===== src/rtl/branch_resolve_unit.sv =====
// ---------------------------------------------------------------------------
// branch_resolve_unit
//
// Execute-side partner of the BHT/BTB predictor. Each fetch-stage prediction
// (taken flag, predicted target, PC) travels down the F->D->E pipeline. In
// Execute it is compared with the real branch outcome. The unit produces:
//   - the predictor training strobes,
//   - a flush request with the corrected fetch PC,
//   - saturating statistics counters.
//
// Ports
//   clk            : system clock, rising edge
//   RESET_N        : asynchronous reset, active-low
//   PC_F           : fetch PC
//   PrPCSrc_F      : predicted taken flag for PC_F
//   PrALUResult_F  : predicted target for PC_F
//   StallD         : hold the F->D register
//   FlushD         : invalidate the F->D register
//   FlushE         : invalidate the D->E register
//   Branch_E       : instruction in E is a branch
//   PCSrc_E        : actual taken (condition passed) for the instruction in E
//   ALUResult_E    : actual branch target
//   PC_E           : PC of the instruction in E (predictor update index)
//   PCSrc_Upd_E    : taken value used for predictor training
//   WE_PrPCSrc     : predictor history update strobe
//   WE_PrALUResult : predictor target/tag update strobe
//   Mispredict_E   : flush request; fetch restarts at Redirect_PC_E
//   Redirect_PC_E  : corrected fetch address
//   BrCnt          : resolved-branch count (saturating)
//   MissCnt        : mispredict count (saturating)
// ---------------------------------------------------------------------------
module branch_resolve_unit #(
    parameter int CNT_WIDTH = 16
) (
    input  logic                 clk,
    input  logic                 RESET_N,
    input  logic [31:0]          PC_F,
    input  logic                 PrPCSrc_F,
    input  logic [31:0]          PrALUResult_F,
    input  logic                 StallD,
    input  logic                 FlushD,
    input  logic                 FlushE,
    input  logic                 Branch_E,
    input  logic                 PCSrc_E,
    input  logic [31:0]          ALUResult_E,
    output logic [31:0]          PC_E,
    output logic                 PCSrc_Upd_E,
    output logic                 WE_PrPCSrc,
    output logic                 WE_PrALUResult,
    output logic                 Mispredict_E,
    output logic [31:0]          Redirect_PC_E,
    output logic [CNT_WIDTH-1:0] BrCnt,
    output logic [CNT_WIDTH-1:0] MissCnt
);

    // Saturating increment: sticks at all-ones instead of wrapping.
    function automatic logic [CNT_WIDTH-1:0] sat_inc(
        input logic [CNT_WIDTH-1:0] val,
        input logic                 en
    );
        logic [CNT_WIDTH-1:0] one;
        one = {{(CNT_WIDTH-1){1'b0}}, 1'b1};
        if (en && (val != {CNT_WIDTH{1'b1}})) begin
            return val + one;
        end
        return val;
    endfunction

    // F->D register
    logic        valid_d_q, valid_d_d;
    logic [31:0] pc_d_q,    pc_d_d;
    logic        ptk_d_q,   ptk_d_d;
    logic [31:0] ptgt_d_q,  ptgt_d_d;

    // D->E register
    logic        valid_e_q, valid_e_d;
    logic [31:0] pc_e_q,    pc_e_d;
    logic        ptk_e_q,   ptk_e_d;
    logic [31:0] ptgt_e_q,  ptgt_e_d;

    // Statistics
    logic [CNT_WIDTH-1:0] br_cnt_q,   br_cnt_d;
    logic [CNT_WIDTH-1:0] miss_cnt_q, miss_cnt_d;

    // Resolution terms
    logic actual_tk;
    logic dir_wrong;
    logic tgt_wrong;
    logic mispredict;

    // Resolution is purely combinational on the E slot and the E inputs.
    // An invalid E slot forces actual_tk and dir_wrong low, which kills
    // every strobe and the flush.
    always_comb begin
        actual_tk  = valid_e_q & Branch_E & PCSrc_E;
        // A non-branch that the predictor called taken (aliasing) is also a
        // direction error, because actual_tk is 0 for it.
        dir_wrong  = valid_e_q & (ptk_e_q != actual_tk);
        tgt_wrong  = actual_tk & ptk_e_q & (ptgt_e_q != ALUResult_E);
        mispredict = dir_wrong | tgt_wrong;
    end

    assign PC_E           = pc_e_q;
    assign PCSrc_Upd_E    = actual_tk;
    assign Mispredict_E   = mispredict;
    assign Redirect_PC_E  = actual_tk ? ALUResult_E : (pc_e_q + 32'd4);
    assign WE_PrPCSrc     = valid_e_q & (Branch_E | ptk_e_q);
    assign WE_PrALUResult = actual_tk & (~ptk_e_q | tgt_wrong);
    assign BrCnt          = br_cnt_q;
    assign MissCnt        = miss_cnt_q;

    // Next-state for both pipeline registers and the counters. A flush only
    // drops the valid bit; the payload is don't-care once invalid.
    always_comb begin
        valid_d_d = valid_d_q;
        pc_d_d    = pc_d_q;
        ptk_d_d   = ptk_d_q;
        ptgt_d_d  = ptgt_d_q;
        if (FlushD || mispredict) begin
            // Flush wins over stall.
            valid_d_d = 1'b0;
        end else if (!StallD) begin
            valid_d_d = 1'b1;
            pc_d_d    = PC_F;
            ptk_d_d   = PrPCSrc_F;
            ptgt_d_d  = PrALUResult_F;
        end

        valid_e_d = valid_d_q;
        pc_e_d    = pc_d_q;
        ptk_e_d   = ptk_d_q;
        ptgt_e_d  = ptgt_d_q;
        if (FlushE || mispredict) begin
            valid_e_d = 1'b0;
            pc_e_d    = pc_e_q;
            ptk_e_d   = ptk_e_q;
            ptgt_e_d  = ptgt_e_q;
        end

        br_cnt_d   = sat_inc(br_cnt_q, valid_e_q & Branch_E);
        miss_cnt_d = sat_inc(miss_cnt_q, mispredict);
    end

    always_ff @(posedge clk or negedge RESET_N) begin
        if (!RESET_N) begin
            valid_d_q  <= 1'b0;
            pc_d_q     <= '0;
            ptk_d_q    <= 1'b0;
            ptgt_d_q   <= '0;
            valid_e_q  <= 1'b0;
            pc_e_q     <= '0;
            ptk_e_q    <= 1'b0;
            ptgt_e_q   <= '0;
            br_cnt_q   <= '0;
            miss_cnt_q <= '0;
        end else begin
            valid_d_q  <= valid_d_d;
            pc_d_q     <= pc_d_d;
            ptk_d_q    <= ptk_d_d;
            ptgt_d_q   <= ptgt_d_d;
            valid_e_q  <= valid_e_d;
            pc_e_q     <= pc_e_d;
            ptk_e_q    <= ptk_e_d;
            ptgt_e_q   <= ptgt_e_d;
            br_cnt_q   <= br_cnt_d;
            miss_cnt_q <= miss_cnt_d;
        end
    end

endmodule


===== config.mk =====
export PLATFORM = sky130hd
export DESIGN_NAME = branch_resolve_unit
export DESIGN_NICKNAME = d
export VERILOG_FILES = /design/src/rtl/branch_resolve_unit.sv
export SDC_FILE = /design/constraint.sdc
export NUM_CORES = 1
export LEC_CHECK = 0
export ABC_AREA = 1
export CAP_MARGIN = 5
export CORE_MARGIN = 3
export CORE_UTILIZATION = 30
export DETAILED_ROUTE_END_ITERATION = 12
export PLACE_DENSITY = 0.63
export SLEW_MARGIN = 20
export SYNTH_ARGS = -nofsm -noshare
export SYNTH_HDL_FRONTEND = slang
export SYNTH_SLANG_ARGS = --single-unit

===== constraint.sdc =====
create_clock -name clk -period 3.82 [get_ports clk]
set_input_delay 1.146 -clock clk [delete_from_list [all_inputs] [get_ports clk]]
set_output_delay 1.146 -clock clk [all_outputs]
set_load 0.005 [all_outputs]

# Word-level counts from Yosys, hierarchy flattened
# Cells that the tools add are included.
[word_totals] ff_bits=164 in_bits=104 out_inout_bits=100
[op_classes] addsub=3 eq_ne=5 mux=8 bitwise=13 reduce_logical=5
[op_table] cell="adder 16 x 1 -> 16 bit (second input constant)" n=2
[op_table] cell="adder 32 x 3 -> 32 bit (second input constant)" n=1
[op_table] cell="2-to-1 mux 16 bit" n=2
[op_table] cell="2-to-1 mux 32 bit" n=1
[op_table] cell="!= test 16 bit (second input constant)" n=2
[op_table] cell="!= test 32 bit" n=1
[op_table] cell="bitwise AND 1 bit" n=7
[op_table] cell="2-to-1 mux 1 bit" n=5
[op_table] cell="inverter 1 bit" n=3
[op_table] cell="OR 1 bit" n=3
[op_table] cell="logical AND 1 bit" n=2
[op_table] cell="logical OR 1 bit" n=2
[op_table] cell="!= test 2 x 1 -> 1 bit (second input constant)" n=1
[op_table] cell="AND reduction 2 bit" n=1
[op_table] cell="!= test 1 bit" n=1

# Logic depth before layout (Yosys ltp)
# Gate-level depths: netlist (run 1).
[logic_depth] ltp_word=8 depth_mapped=15 ltp_nobuf=13

# Worst setup path before layout (run 1)
# Ideal clock, no wire load.
[synth_path] path_kind="input port to output port" start="input port Branch_E" end="output port Mispredict_E" arrival_ps=2572 setup_slack_ps=102 stages=9 path_buffers=2 path_cell_list="nand2_1 inv_1 nand2_1 clkinv_1 clkbuf_1 ha_1 nand2_1 nand2_4 clkbuf_1"
[synth_between] elab_chain_len=5
[synth_lines] element="start, declared" line_no="43" source="input logic Branch_E,"
[synth_lines] element="bitwise AND 1 bit (*) (2 in a row)" line_no="95" source="actual_tk = valid_e_q & Branch_E & PCSrc_E;"
[synth_lines] element="net PCSrc_Upd_E" line_no="47" source="output logic PCSrc_Upd_E,"
[synth_lines] element="!= test 1 bit / bitwise AND 1 bit (equally long branches)" line_no="98, 99"
[synth_lines] element="bitwise AND 1 bit (on tied branches)" line_no="98, 99"
[synth_lines] element="OR 1 bit (*)" line_no="100" source="mispredict = dir_wrong | tgt_wrong;"
[synth_lines] element="end, declared" line_no="50" source="output logic Mispredict_E,"
# Mark *: on every way through the listed nets, which the timed path passes. The rest lies on a longest branch.

# Final worst setup path (run 1)
[layout_path] start="input port Branch_E" end="output port Redirect_PC_E[14]"
[layout_between] elab_chain_len=3
[layout_lines] element="bitwise AND 1 bit (2 in a row)" line_no="95"
[layout_lines] element="2-to-1 mux 32 bit" line_no="106" source="assign Redirect_PC_E = actual_tk ? ALUResult_E : (pc_e_q + 32'd4);"
[layout_lines] element="end, declared" line_no="51" source="output logic [31:0] Redirect_PC_E,"
# No other way between the ends.

==> results of run 1 <==
-- layout make-up --
| type | count | area share |
|---|---|---|
| Clock inverter | 14 | 0.0159 |
| Multi-Input combinational cell | 773 | 0.321 |
| Sequential cell | 164 | 0.341 |
| Timing Repair Buffer | 279 | 0.224 |
| Inverter | 71 | 0.0227 |
| Clock buffer | 18 | 0.0356 |
| Tap cell | 372 | 0.0386 |
| Antenna cell | 3 | 0.000623 |
-- worst min-delay path, delay by kind of cell, from the launching register on --
kind | cells | cell delay, ps
flops | 1 | 340
simple gates | 2 | 100
-- per-stage QoR --
stage / TNS, ps / std cells
6_report: 0 / 1694
5_1_grt: 0 / 1693
4_1_cts: 0 / 1688
3_5_place_dp: -13060 / 1640
3_3_place_gp: -13020 / 1640
2_1_floorplan: 0 / 1063
-- where the power goes --
group,switching (mW),internal (mW),total (mW)
clock,0.806,1.06,1.86
combinational,0.654,0.640,1.29
sequential,0.242,2.00,2.24
-- placed cells by master, fill, tap and decap left out, types with 6 or more instances in the layout --
cell type	instances
nand2_1	400
dfrtp_1	163
clkdlybuf4s50_1	133
nand4_1	74
buf_4	64
inv_1	55
o21ai_0	51
dlygate4sd2_1	50
nor2_1	47
o21ai_1	39
nand3_1	36
xnor2_1	33
xor2_1	32
clkbuf_16	17
inv_2	14
nor3_1	12
buf_12	10
dlymetal6s2s_1	7
nand2_2	6
-- layer usage --
layer | global-route usage | up-vias
met2 | 0.314 | 324
met5 | 0 | -
met4 | 0.0666 | 4
met3 | 0.0469 | 38
met1 | 0.272 | 3989
li1 | - | 3927
-- worst paths after layout --
kind | end | slack [ps] | cells past startpoint
min | ptgt_e_q[27]$_DFFE_PN0N_ | 480 | 2
max | Redirect_PC_E[14] | 70 | 9
min in group asynchronous | MissCnt[7]$_DFFE_PN0P_ | 730 | 1
min reg2reg | ptgt_e_q[27]$_DFFE_PN0N_ | 480 | 2
max reg2reg | PC_E[27]$_DFFE_PN0N_ | 1340 | 13
max in group asynchronous | ptgt_e_q[22]$_DFFE_PN0N_ | 2130 | 2
-- sequential cells by signal, summed over array words and instances (netlist names) --
name	count
BrCnt	16
MissCnt	16
PC_E	32
pc_d_q	32
ptgt_d_q	32
ptgt_e_q	32
ptk_d_q	1
ptk_e_q	1
valid_d_q	1
valid_e_q	1
-- cells by family (layout without fill, tap and decap cells) --
family,after synthesis,count (layout),share of synthesized area
and+or+nand+nor,599,599,0.307
DFF,164,164,0.487
buffers and inverters,126,382,0.0680
AOI/OAI and AO/OA,103,103,0.0623
xor gates and xnor gates,67,67,0.0697
adders and majority gates,4,4,0.00594
other,0,3,0
-- what timing repair did --
| item | in CTS | in global routing |
|---|---|---|
| endpoints found under the hold margin | 0 | 0 |
| buffers inserted | 14 | 3 |
| pin swaps | 9 | 7 |
| gates resized for setup | 122 | 16 |
| endpoints found under the setup margin | 35 | 9 |
| cloned | 2 | 0 |
==> results.yml, run 1 <==
status:
  outcome: "complete, no violations"
global_route:
  grt_max_degree: 76
  grt_pass1_wl_mm: 47.2
  track_usage: 0.200
  grt_pass1_vias: 8177
  grt_remaining_overflow: 0
  antenna_found_initial: 5
yosys:
  synth_top_cell_by_area: "dfrtp_1"
  synth_flop_cell: "dfrtp_1"
  synth_common_cells: "407 x nand2_1, 164 x dfrtp_1, 74 x nand4_1"
  yosysWarnings: 0
  synthesis.nets: 1171
  synthTopCellsByArea: "dfrtp_1 49%, nand2_1 18%, nand4_1 5.5%"
  synth_seq_cells: 164
  netlist_area_um2: 8420
  yosysUniqueCellTypes: 33
  synthArstFlopShare: 1.00
  ys_seq_area_frac: 0.487
  postSynthAreaPerCell_um2: 7.92
  syn_inst: 1063
  synth_top_area_share: 0.487
  synth_edf_count: 0
  synth_most_common_cell: "nand2_1"
clocking:
  clockBufferDepth: 2
  cts-root-buf: "clkbuf_16"
  clk_latency_ps: 430
  numCtsBuffers: 17
  clock-sinks: 164
  clkTransAtPathRegs_ps: 70
  cts_tree: "yes"
  cts_max_level: 4
  cts-hold-fix-buffers: 0
place:
  finalWeightedCongestion: 0.870
  place_area_um2: 11200
  place_ws_ps: -570
  port_buffers: 203
  dp.final_hpwl_mm: 21.9
drt:
  wl_met3_mm: 2.20
  vias: 8282
  routed-wl-met2_mm: 14.2
  ant_nets: 0
  highest_layer: "met5"
  drt-initial-drc-count: 815
  post-route-drc-count: 0
  wl_per_cell_um: 18.1
  first_pass_iters: 8
  wl_met1_mm: 13.6
  drt-total-wl_mm: 30.6
  detail_route.vias_per_cell: 4.89
worst_setup_path:
  crit_chain: "dlygate4sd2_1 > nand2_2 > inv_4 > nand2_4 > clkinv_4 > buf_4 > bufbuf_16 > o21ai_2 > dlygate4sd2_1"
  r2r-start: "valid_e_q$_DFF_PN0_"
  cp_data_required_time_ps: 2670
  worst-path-buf-inv: 6
  critPathMaxFanout: 15
  crit_type: "in2out"
  cp_common_cell: "dlygate4sd2_1"
  cp-start-kind: "input pin"
  crit_family: "buffers and inverters"
  critPathMaxStageDelay_ps: 280
  crit_slowest_cell: "bufbuf_16"
  cp-end-kind: "output pin"
  arrival_ps: 2600
  crit_start: "Branch_E"
layout:
  stdcell_area_um2: 12100
  num-fill-cells: 2744
  utilization: 0.442
  multiInputGateArea_um2: 3870
  seq_area_um2: 4110
  nets: 1414
  layout-drive-gt1-share: 0.130
  area_growth_pct: 43.1
power:
  p_per_area_nw_per_um2: 448
  ir_drop_mv: 0.258
  leakage_nw: 5.74
  power_mw: 5.40
sta:
  fin_crit_ps: 3750
  finalSetupViolCount: 0
  slew_headroom: 0.495
  timing.hold.ws_ps: 476
  min_period_over_period: 0.981
  tightest_slew_ps: 758
  layout_setup_ws_ps: 70.9
  hold_viol: 0
  rsz0062_at_grt: "no"
  skew_ps: 13.4
  fmax_ghz: 0.267
  drv_slew: 0
floorplanning:
  start_util: 0.309
  pin_count: 204
  die_h_um: 174
  die_width_um: 174
  std_cell_rows: 60
  core_area_um2: 27300
  fp.dieArea_um2: 30100
run:
  timing.max_cap.violations: 0
min_path:
  hp-start: "ptgt_d_q[27]$_DFFE_PN0P_"
  min_path_type: "reg2reg"
(Power assumes the default switching activity.)
==> run 2, diff against run 1 <==
==> constraint.sdc (replaced) <==
create_clock -name clk -period 3.82 [get_ports clk]
set_input_delay 0.764 -clock clk [delete_from_list [all_inputs] [get_ports clk]]
set_output_delay 0.764 -clock clk [all_outputs]
set_load 0.005 [all_outputs]
==> results.yml, run 2 (same netlist as run 1, synthesis figures left out) <==
status:
  outcome: "complete, no violations"
floorplanning:
  die_h_um: 174
  die_width_um: 174
  core_area_um2: 27300
  pin_count: 204
  std_cell_rows: 60
  fp.dieArea_um2: 30100
  start_util: 0.309
drt:
  drt-initial-drc-count: 748
  ant_nets: 0
  post-route-drc-count: 0
  first_pass_iters: 5
  drt-total-wl_mm: 29.1
  wl_per_cell_um: 17.6
  vias: 7992
  detail_route.vias_per_cell: 4.84
worst_setup_path:
  timing.rr.end: "pc_d_q[31]$_DFFE_PN0P_"
  crit_family: "simple AND/OR/NAND/NOR gates"
  critPathMaxFanout: 4
  cp-start-kind: "flop"
  crit_slowest_cell: "clkdlybuf4s50_1"
  crit_end: "Redirect_PC_E[26]"
  rr_worst_depth: 11
  crit_type: "reg2out"
  r2r-start: "valid_e_q$_DFF_PN0_"
  arrival_ps: 2980
  r2r_setup_slack_ps: 1210
  cp-end-kind: "output pin"
  worst-path-buf-inv: 2
  cp_data_required_time_ps: 3060
  cp_common_cell: "nand2_1"
  path_depth: 13
  critPathMaxStageDelay_ps: 500
  crit_chain: "ha_1 > nand3_2 > nor2_4 > nand2_1 > nor2_2 > nand2_1 > nor2_4 > nand3_1 > xor2_2 > buf_4 > nand2_1 > nand2_1 > clkdlybuf4s50_1"
  crit_start: "PC_E[2]$_DFFE_PN0N_"
place:
  finalWeightedCongestion: 0.892
  dp.final_hpwl_mm: 21.1
  place_ws_ps: 199
  port_buffers: 203
sta:
  layout_setup_ws_ps: 75.3
  rsz0062_at_grt: "yes"
  tightest_slew_ps: 788
  fin_crit_ps: 3740
  min_period_over_period: 0.980
  slew_headroom: 0.475
  finalSetupViolCount: 0
  hold_viol: 0
  fmax_ghz: 0.267
  timing.hold.ws_ps: 347
  drv_slew: 0
  skew_ps: 14.2
clocking:
  cts-hold-fix-buffers: 0
  clock-sinks: 164
  cts_max_level: 4
  clockBufferDepth: 2
  clkTransAtPathRegs_ps: 80
  clk_latency_ps: 430
  numCtsBuffers: 17
  cts_tree: "yes"
  cts-root-buf: "clkbuf_16"
power:
  p_clk_frac: 0.343
  leakage_nw: 5.29
  p_per_area_nw_per_um2: 461
  pwr-share-seq: 0.419
  combPwrFrac: 0.239
  swShare: 0.313
  power_mw: 5.34
  power_switching_mw: 1.67
  internal-power_mw: 3.67
  ir_drop_mv: 0.280
global_route:
  grt_remaining_overflow: 0
  track_usage: 0.192
  antenna_found_initial: 3
  grt_max_degree: 79
  grt_pass1_vias: 7962
  grt_pass1_wl_mm: 45.6
layout:
  nets: 1371
  mostFrequentLayoutCell: "nand2_1"
  final_cell_mix: "407 x nand2_1, 201 x clkdlybuf4s50_1, 163 x dfrtp_1, 74 x nand4_1, 60 x o21ai_0"
  layout-drive-gt1-share: 0.0752
  area_growth_pct: 37.7
run:
  timing.max_cap.violations: 0
min_path:
  min_path_type: "in2async"
-- run 2: cell count changes in the layout (fill, tap and decap cells not counted), sizes merged, moves of 2 or more --
cell,before,now
clkdlybuf4s50,133,201
dlygate4sd2,50,0
buf,81,34
dlymetal6s2s,7,1
clkdlybuf4s15,5,0
clkbuf,20,18
inv,77,79
-- run 2: worst min-delay path by stage --
stage	cells past startpoint	end	startpoint	slack, ps
6_report	1	MissCnt[5]$_DFFE_PN0P_	RESET_N	350
5_1_grt	1	MissCnt[7]$_DFFE_PN0P_	RESET_N	380
4_1_cts	1	MissCnt[5]$_DFFE_PN0P_	RESET_N	380
3_5_place_dp	2	ptgt_e_q[27]$_DFFE_PN0N_	ptgt_d_q[27]$_DFFE_PN0P_	460
3_3_place_gp	2	PC_E[15]$_DFFE_PN0N_	pc_d_q[15]$_DFFE_PN0P_	460
2_1_floorplan	2	ptgt_e_q[2]$_DFFE_PN0N_	ptgt_d_q[2]$_DFFE_PN0P_	450
-- run 2: through the flow --
stage / util / std cells / cell area [um2] / setup TNS [ps]
detailed placement: 0.400 / 1610 / 10900 / 0
CTS: 0.424 / 1646 / 11600 / 0
floorplan: - / 1063 / 8420 / 0
global route: 0.425 / 1651 / 11600 / -113
global placement: 0.400 / 1610 / 10900 / 0
finish: 0.425 / 1651 / 11600 / 0
-- run 2: what timing repair did --
action | 4_1_cts | 5_1_grt
setup endpoints to repair | 3 | 6
buffers inserted | 4 | 2
gates resized for setup | 2 | 3
pin swaps | 2 | 2
-- run 2: layout make-up --
class	count	area, um2
clock inverters	14	180
inverters	71	270
diodes	3	7.51
clock buffers	18	439
flip-flops and latches	164	4110
fillers	2761	15700
multi-input cells	773	3770
repair buffers	236	2360
well taps	372	465
-- run 2: power groups by stage --
stage          Sequential, mW  Clock, mW  Combinational [mW]
2_1_floorplan            2.21          0               0.572
3_3_place_gp             2.26          0                1.25
3_5_place_dp             2.27          0                1.26
4_1_cts                  2.24       1.87                1.28
5_1_grt                  2.27       1.96                1.41
6_report                 2.24       1.83                1.27
-- run 2: layer usage --
metal  GRT usage  vias up  part of all wire
met4      0.0682        0             0.027
met2       0.287      255              0.44
met3      0.0534       41             0.066
met1       0.268     3847              0.47
li1            -     3849                 -
met5           0        -                 0
==> run 3, diff against run 2 <==
--- a/config.mk
+++ b/config.mk
@@ -11,6 +11,7 @@
 export CORE_UTILIZATION = 30
 export DETAILED_ROUTE_END_ITERATION = 12
 export PLACE_DENSITY = 0.63
+export SKIP_LAST_GASP = 1
 export SLEW_MARGIN = 20
 export SYNTH_ARGS = -nofsm -noshare
 export SYNTH_HDL_FRONTEND = slang
==> constraint.sdc (replaced) <==
create_clock -name clk -period 4.25 [get_ports clk]
set_input_delay 0.85 -clock clk [delete_from_list [all_inputs] [get_ports clk]]
set_output_delay 0.85 -clock clk [all_outputs]
set_load 0.005 [all_outputs]
==> results.yml, run 3 (same netlist as run 1, synthesis figures left out) <==
status:
  outcome: "complete, no violations"
run:
  timing.max_cap.violations: 0
layout:
  nets: 1353
  num-fill-cells: 2725
  layout-drive-gt1-share: 0.0596
  mostFrequentLayoutCell: "nand2_1"
  stdcell_area_um2: 11400
  area_growth_pct: 35.1
  final_cell_mix: "407 x nand2_1, 202 x clkdlybuf4s50_1, 164 x dfrtp_1, 74 x nand4_1, 60 x o21ai_0"
drt:
  wl_per_cell_um: 17.9
  post-route-drc-count: 0
  first_pass_iters: 7
  ant_nets: 0
  drt-initial-drc-count: 684
  vias: 7945
  detail_route.vias_per_cell: 4.87
  drt-total-wl_mm: 29.3
clocking:
  clock-sinks: 164
  cts_max_level: 4
  numCtsBuffers: 17
  cts_setup_buffers: 0
  post_cts_resized: 0
  clockBufferDepth: 2
  clk_latency_ps: 430
  cts-root-buf: "clkbuf_16"
  cts_tree: "yes"
  clkTransAtPathRegs_ps: 80
  cts-hold-fix-buffers: 0
global_route:
  track_usage: 0.193
  met2_usage: 0.298
  grt_max_degree: 83
  grt_pass1_vias: 7700
  busiest_layer: "met2"
  grt_use_met3: 0.0464
  grt_pass1_wl_mm: 45.5
  met1_usage: 0.266
  antenna_found_initial: 3
  grt_remaining_overflow: 0
worst_setup_path:
  r2r_setup_slack_ps: 1500
  cp_data_required_time_ps: 3400
  cp-end-kind: "output pin"
  cp-start-kind: "input pin"
  crit_type: "in2out"
  r2r-start: "valid_e_q$_DFF_PN0_"
  critPathMaxFanout: 36
  arrival_ps: 3180
  crit_start: "Branch_E"
power:
  leakage_nw: 5.17
  ir_drop_mv: 0.250
  p_per_area_nw_per_um2: 418
  power_mw: 4.76
sta:
  skew_ps: 15.1
  rsz0062_at_grt: "no"
  fin_crit_ps: 4030
  tightest_slew_ps: 784
  drv_slew: 0
  tns_ps: 0
  finalSetupViolCount: 0
  fmax_ghz: 0.248
  min_period_over_period: 0.949
  slew_headroom: 0.478
  hold_viol: 0
floorplanning:
  std_cell_rows: 60
  die_width_um: 174
  pin_count: 204
  fp.dieArea_um2: 30100
  core_area_um2: 27300
  die_h_um: 174
  start_util: 0.309
place:
  finalWeightedCongestion: 0.864
  port_buffers: 203
  dp.final_hpwl_mm: 21.1
  place_area_um2: 10800
min_path:
  min_path_type: "in2async"
-- run 3: power by group --
part | internal [mW] | total, mW | leakage, nW | switching [mW]
clock network | 0.895 | 1.63 | 0.298 | 0.738
registers | 1.80 | 2.02 | 2.08 | 0.219
logic | 0.565 | 1.11 | 2.79 | 0.545
-- run 3: worst paths after layout --
kind / endpoint / cells past startpoint
worst max-delay path: Redirect_PC_E[14] / 9
worst min-delay path: MissCnt[6]$_DFFE_PN0P_ / 1
worst max register to register: MissCnt[15]$_DFFE_PN0P_ / 10
worst min register to register: PC_E[15]$_DFFE_PN0N_ / 2
max in group asynchronous: ptgt_d_q[4]$_DFFE_PN0P_ / 2
min in group clk: PC_E[15]$_DFFE_PN0N_ / 2
-- run 3: area by class of cell --
| class | instances | area (um2) | share of cell area |
|---|---|---|---|
| antenna | 3 | 7.51 | 0.000660 |
| clock buffer | 17 | 425 | 0.0374 |
| clock inverter | 15 | 184 | 0.0162 |
| inverter | 71 | 267 | 0.0234 |
| multi-input combinational | 773 | 3760 | 0.330 |
| sequential | 164 | 4100 | 0.361 |
| tap | 372 | 465 | 0.0409 |
| timing repair buffer | 218 | 2170 | 0.191 |
-- run 3: per-stage QoR --
stage               utilization  hold slack, ps  worst slack (ps)  std cells
floorplan                     -             449              1120       1063
global placement          0.395             460               262       1598
detailed placement        0.395             465               245       1598
CTS                       0.417             481               237       1630
global route              0.418             497              75.7       1633
finish                    0.418             464               216       1633
-- run 3: metal layers --
layer / routed length (um) / up-vias
met3: 1770 / 40
li1: - / 3810
met4: 688 / 0
met1: 13600 / 3811
met2: 13300 / 284
met5: 0 / -
-- run 3: worst max-delay path: stages --
cell and delay [ps]:
clkdlybuf4s50_1 460, nand2_1 60, inv_1 150, nand2_1 140, clkinv_1 100, buf_4 360
nand2_1 270, o21ai_0 210, clkdlybuf4s50_1 560
